### config.mk
export PLATFORM = sky130hd
export DESIGN_NAME = block_renderer
export DESIGN_NICKNAME = d
export VERILOG_FILES = /design/src/rtl/block_renderer.sv
export SDC_FILE = /design/constraint.sdc
export NUM_CORES = 1
export LEC_CHECK = 0
export BUFFER_PORTS_ARGS = -buffer_cell sky130_fd_sc_hd__buf_2
export CORE_MARGIN = 2
export CORE_UTILIZATION = 35
export DETAILED_ROUTE_END_ITERATION = 12
export GPL_ROUTABILITY_DRIVEN = 1
export SLEW_MARGIN = 5
export SYNTH_ARGS = -nofsm -noshare
export SYNTH_HDL_FRONTEND = slang
export SYNTH_SLANG_ARGS = --single-unit
export TNS_END_PERCENT = 100
### constraint.sdc
create_clock -name clk -period 3.01 [get_ports clk]
set_input_delay 0.4515 -clock clk [delete_from_list [all_inputs] [get_ports clk]]
set_output_delay 0.4515 -clock clk [all_outputs]
set_load 0.02 [all_outputs]
### src/rtl/block_renderer.sv
// rtl/block_renderer.sv - block field pixel renderer with row-store sequencing
// Walks a NUM_COLS x NUM_ROWS block field and gates pixels from the current row bitmap.
module block_renderer #(
  parameter int X_OFFSET = 24,
  parameter int Y_OFFSET = 40,
  parameter int BLOCK_W  = 45,
  parameter int BLOCK_H  = 10,
  parameter int NUM_COLS = 13,
  parameter int NUM_ROWS = 16
) (
  input  logic        clk,
  input  logic        nRst,
  input  logic [9:0]  pix_x,
  input  logic [9:0]  pix_y,
  input  logic        frame_start,
  input  logic [12:0] line,
  output logic        next_line,
  output logic        pixel_on,
  output logic [3:0]  row_idx,
  output logic [3:0]  col_idx
);
  localparam int SW = (BLOCK_W > 1) ? $clog2(BLOCK_W) : 1;
  localparam int HW = (BLOCK_H > 1) ? $clog2(BLOCK_H) : 1;
  localparam logic [9:0]    X_BEG     = 10'(X_OFFSET);
  localparam logic [9:0]    X_END     = 10'(X_OFFSET + NUM_COLS * BLOCK_W);
  localparam logic [9:0]    Y_BEG     = 10'(Y_OFFSET);
  localparam logic [9:0]    Y_END     = 10'(Y_OFFSET + NUM_ROWS * BLOCK_H);
  localparam logic [SW-1:0] SUB_LAST  = SW'(BLOCK_W - 1);
  localparam logic [HW-1:0] YSUB_LAST = HW'(BLOCK_H - 1);
  localparam logic [3:0]    COL_LAST  = 4'(NUM_COLS - 1);
  localparam logic [3:0]    ROW_LAST  = 4'(NUM_ROWS - 1);

  typedef enum logic [1:0] {IDLE = 2'd0, ACTIVE = 2'd1, RESYNC = 2'd2} state_t;

  state_t        state_q, state_d;
  logic [SW-1:0] sub_q, sub_d, sub_cur;
  logic [3:0]    col_q, col_d, col_cur;
  logic [HW-1:0] ysub_q, ysub_d, ysub_cur;
  logic [3:0]    row_q, row_d;
  logic [3:0]    col_idx_q, col_idx_d;
  logic          pixel_on_q, pixel_on_d;
  logic          in_x, in_y, next_line_c;

  always_ff @(posedge clk or negedge nRst) begin
    if (!nRst) begin
      state_q    <= IDLE;
      sub_q      <= '0;
      col_q      <= '0;
      ysub_q     <= '0;
      row_q      <= '0;
      col_idx_q  <= '0;
      pixel_on_q <= 1'b0;
    end else begin
      state_q    <= state_d;
      sub_q      <= sub_d;
      col_q      <= col_d;
      ysub_q     <= ysub_d;
      row_q      <= row_d;
      col_idx_q  <= col_idx_d;
      pixel_on_q <= pixel_on_d;
    end
  end

  always_comb begin
    state_d     = state_q;
    ysub_d      = ysub_q;
    row_d       = row_q;
    pixel_on_d  = 1'b0;
    col_idx_d   = '0;
    next_line_c = 1'b0;

    in_x = (pix_x >= X_BEG) && (pix_x < X_END);
    in_y = (pix_y >= Y_BEG) && (pix_y < Y_END);

    // Counters restart at the field edge so the current pixel sees a zeroed value.
    sub_cur  = (pix_x == X_BEG) ? '0 : sub_q;
    col_cur  = (pix_x == X_BEG) ? '0 : col_q;
    ysub_cur = (pix_y == Y_BEG) ? '0 : ysub_q;

    if (sub_cur == SUB_LAST) begin
      sub_d = '0;
      col_d = (col_cur == COL_LAST) ? '0 : col_cur + 4'd1;
    end else begin
      sub_d = sub_cur + SW'(1);
      col_d = col_cur;
    end

    if (pix_x == X_END)
      ysub_d = (ysub_cur == YSUB_LAST) ? '0 : ysub_cur + HW'(1);

    case (state_q)
      IDLE: begin
        if (pix_y == Y_BEG) state_d = ACTIVE;
      end
      ACTIVE: begin
        pixel_on_d  = in_x && in_y && line[COL_LAST - col_cur] &&
                      (sub_cur != SUB_LAST) && (ysub_cur != YSUB_LAST);
        next_line_c = in_y && (pix_x == X_END) && (ysub_cur == YSUB_LAST);
        if (pix_y == Y_END) state_d = IDLE;
      end
      RESYNC: begin
        next_line_c = 1'b1;
        if (row_q == ROW_LAST) state_d = IDLE;
      end
      default: state_d = IDLE;
    endcase

    // A new frame with the row store out of step flushes it back to row 0.
    if ((state_q != RESYNC) && frame_start && (row_q != '0))
      state_d = RESYNC;

    if (next_line_c)
      row_d = (row_q == ROW_LAST) ? '0 : row_q + 4'd1;

    if (pixel_on_d)
      col_idx_d = col_cur;
  end

  assign next_line = next_line_c;
  assign pixel_on  = pixel_on_q;
  assign row_idx   = row_q;
  assign col_idx   = col_idx_q;
endmodule

* After elaboration in Yosys (flattened, before gate mapping) *
Cells that the tools add are included.
W data, S select, Z words.

word-level totals
  register bits after elaboration = 25
  input port bits = 36
  output and inout bits = 10

cells by class
  $add $sub $neg = 5
  $lt $le $gt $ge = 5
  equality and inequality tests = 16
  muxes and demuxes = 18
  reduce and logical (&&, ||, !) cells = 13

operator list
  cell                    count
  $mux W4                 7
  $add A4 B1 Y4 const B   3
  $eq A4 B4 Y1 const B    3
  $mux W6                 2
  $eq A10 B10 Y1 const B  1
  $eq A10 B5 Y1 const B   1
  $eq A10 B6 Y1 const B   1
  $eq A10 B8 Y1 const B   1
  $ge A10 B5 Y1 const B   1
  $ge A10 B6 Y1 const B   1
  $logic_and A1 B1 Y1     10
  $lt A10 B10 Y1 const B  1
  $lt A10 B8 Y1 const B   1
  $ne A3 B3 Y1 const B    3
  $mux W2                 4
  $add A6 B1 Y6 const B   1
  $eq A6 B6 Y1 const B    1
  $ne A6 B6 Y1 const B    1
  $pmux W2 S3             1
  $lt A4 B5 Y1 const B    1
  $bmux W1 S4             1
  $ne A4 B4 Y1 const B    1
  $reduce_bool A4 Y1      1
  $sub A4 B4 Y4 const A   1
  other kinds (7)         8

* Depth between registers and ports, before layout *
  word-level depth = 10
  mapped depth = 12
  gate-level depth less buffers = 10

* Worst setup path before layout *
No wires, ideal clock.

  path type = input -> register
  from = input pix_x[7]
  to = register col_idx_q[0], in the netlist col_idx[0]
  library setup time = 0.132 ns
  arrival = 2.984 ns
  data required time = 2.878 ns
  slack = -0.107 ns
  cell stages on the path = 10
  path buffers = 2
  path through = or2_2 clkbuf_1 or4_4 clkbuf_1 nand2_1 inv_1 ha_1 mux4_2 a21oi_1 a21oi_1

between the ends
  word-level cells in the longest chain between the ends = 10

RTL lines
  what                               line    text
  start, declared                    13      input logic [9:0] pix_x,
  $eq A10 B5 Y1                      76, 77
  $mux W4                            77      col_cur = (pix_x == X_BEG) ? '0 : col_q;
  $sub A4 B4 Y4                      96      pixel_on_d = in_x && in_y && line[COL_LAST - col_cur] &&
  $bmux W1 S4                        96
  $mux W1 (implied by the code)      96
  $logic_and A1 B1 Y1 (2 in series)  96
  $logic_and A1 B1 Y1                97      (sub_cur != SUB_LAST) && (ysub_cur != YSUB_LAST);
  $mux W1                            91      case (state_q)
  $mux W4 (*)                        115     if (pixel_on_d)
  named net col_idx_d[0]             40      logic [3:0] col_idx_q, col_idx_d;
  end signal, assigned               59      col_idx_q <= col_idx_d;
  end, declared                      40

Mark *: on every way through the listed nets, which the timed path passes. The rest lies on a longest branch. The select of a mux whose other input is x is not followed.
A chain may end at the register's enable or synchronous reset.

* Final worst setup path *
  from = input pix_x[6]
  to = register col_idx_q[3], in the netlist col_idx[3]

The elaborated chain is that of the path after synthesis.

==> metrics.txt <==
pwr dens approximately 540 nW/um^2; WHS 0.156 ns; worst setup path end col_idx[3]; unrepaired setup endpoints after global routing false; WP data arrival just under 3 ns; Avg WL per Cell 12.4 um; initial antenna violation count 0; CTS Root Cell clkbuf_8; multi-input logic area 1060 sq um; final worst setup slack 0.218 ns; setup bufs post-CTS 0; die footprint 5590 sq um; CP Max Fanout 5; Period Utilization, post-route 92.8%; htree depth 1; Worst Path Required approximately 3.2 ns; starting density of the core between 30 and 40%; Filler Cells Inserted just under 500; Mapped Avg Cell Area 8.81 sq um; Hold Buf Count CTS 0; first-pass GRT wire length 6.61 mm; Pleak 0.00105 uW; Avg Vias per Cell between 5 and 6; Post-route DRC 0; Reg area 626 sq um; Clock Pin Slew Worst Setup and Hold Paths ~0.090 ns; Port Buffers 45; Sink Count 25; r2r endpoint col_idx[3]; Net Count, Synth 245; Worst R2R Setup Slack 0.80 ns; Setup TNS 0 ns; GRT Overall Usage ~15%; Area Growth Syn to Fin 26.4%; CP Capture Type register; gr ovfl total 0; Worst R2R Start col_q[0]; Die Y 74.8 um; Seq cells post-synth 25; Slew HR 57.4%; Post-synth EDFFs 0; synthesized instance count approximately 200; Antenna Cells 0; Synth warnings 0; max-cap viol count 0; fin crit period 2.79 ns; critical path class in -> reg; largest net degree at the start of global routing 26; Max Fclk around 0.36 GHz; layout net count 305; ANT nets after route 0; Final Util around 46%; Max Slew Vio Count 0; status completed; crit path launch pix_x[6]; Core Area between 4000 and 5000 sq um; Die W 74.8 um; Worst setup SP type input pin; Final Skew 0.00331 ns; Top Ports 46; Core Rows 25; CTS Buf Count 3; worst min path class in -> async; vias post-DR between 1500 and 2000; Worst-Margin Slew 0.632 ns; CTS tree built; clk_lat worst skew 0.26 ns; Reg2Reg Depth 8; Final setup viols 0; routability cong. 0.791; Most used DFF post-synth dfrtp_1; Cell Area, Synth about 1800 sq um; placed cells 321; via count of the first global-routing pass 1558; asr flop ratio synth 100%; layout cell share with drive strength beyond 1 29.8%; Setup WS pre-CTS -0.0697 ns; Final Hold Viols 0; fin cells ~330; DP HPWL 3.23 mm; synth unique cells 42; commonest non-fill, non-tap cell in the layout buf_2; Post-CTS Resized 0; final wirelength 4.04 mm; Seq/Total Area, Yosys 35.7%; Iteration-0 DRC Markers 89; IR drop worst, VDD roughly 0.00028 V; most frequent cells in the layout buf_2 (45), dfrtp_1 (25), nand2_1 (21); DR pass1 iterations 4; Clock Path Buffers 2
==> routing by layer <==
| layer | wire [um] | track usage (%) |
|---|---|---|
| met2 | 2020 | 26.8 |
| met5 | 0 | 0 |
| met4 | 14 | 4.76 |
| met3 | 183 | 1.74 |
| met1 | 1810 | 19.0 |
==> final cells by class <==
cell class	instances	share of cell area (%)
inverters	11	1.86
clock buffers	4	2.03
multi-input cells	155	47.9
flip-flops and latches	25	28.2
well taps	67	3.78
repair buffers	63	16.3
==> power by group <==
| group | switching, uW | internal (uW) | leakage [uW] |
|---|---|---|---|
| clock | 102 | 94.5 | 0.0000228 |
| sequential | 75.0 | 395 | 0.000326 |
| combinational | 249 | 281 | 0.000705 |
==> state kept, by name (all words and copies together) (netlist names) <==
| name | cells |
|---|---|
| col_idx | 4 |
| row_idx | 4 |
| sub_q | 6 |
| ysub_q | 4 |
| state_q | 2 |
| pixel_on | 1 |
| col_q | 4 |
==> worst min-delay path by stage <==
| stage | endpoint | slack [ns] | start | cells past startpoint |
|---|---|---|---|---|
| after floorplan | col_idx[0] | 0.16 | nRst | 0 |
| after global placement | col_q[1] | 0.48 | nRst | 1 |
| after detailed placement | col_q[0] | 0.48 | nRst | 1 |
| after CTS | col_q[3] | 0.18 | nRst | 1 |
| after global routing | col_q[1] | 0.22 | nRst | 1 |
| final | col_q[1] | 0.16 | nRst | 1 |
==> Yosys cell counts (3+ instances only) <==
| master | number | area, sq um |
|---|---|---|
| a21o_1 | 3 | 22.5 |
| o21ai_0 | 13 | 65.1 |
| dfrtp_1 | 25 | 626 |
| xnor2_1 | 5 | 43.8 |
| nand2_1 | 21 | 78.8 |
| nand3_1 | 12 | 60.1 |
| and2_1 | 4 | 25.0 |
| inv_1 | 11 | 41.3 |
| ha_1 | 10 | 125 |
| or3_1 | 4 | 25.0 |
| clkbuf_1 | 7 | 26.3 |
| nand4_1 | 5 | 31.3 |
| mux4_2 | 3 | 67.6 |
| nor2_1 | 15 | 56.3 |
| o311ai_0 | 3 | 26.3 |
| xor2_1 | 3 | 26.3 |
| nor3_1 | 3 | 15.0 |
| a21oi_1 | 15 | 75.1 |
==> metrics by stage <==
| step | area [sq um] | total power (uW) |
|---|---|---|
| after floorplan | 1770 | 826 |
| after global placement | 2170 | 1000 |
| after detailed placement | 2170 | 1010 |
| after CTS | 2220 | 1210 |
| after global routing | 2220 | 1290 |
| final | 2220 | 1200 |
==> cell families (layout without fill, tap and decap cells) <==
family          Yosys count  count (layout)  synth area share [%]
compound gates           49              49                  19.2
simple gates             85              85                  25.7
flops                    25              25                  35.7
fa+ha+maj                10              10                  7.13
mux                       3               3                  3.85
xor+xnor                  8               8                  3.99
buf+inv                  19              78                  4.49
==> worst max-delay path: stages <==
cell and delay, ns:
buf_2 0.10, or3_1 0.39, or4_4 0.55, and2_1 0.21, ha_1 0.38, mux4_2 0.55, a21oi_4 0.20, a21oi_1 0.10
(Power assumes the default switching activity.)
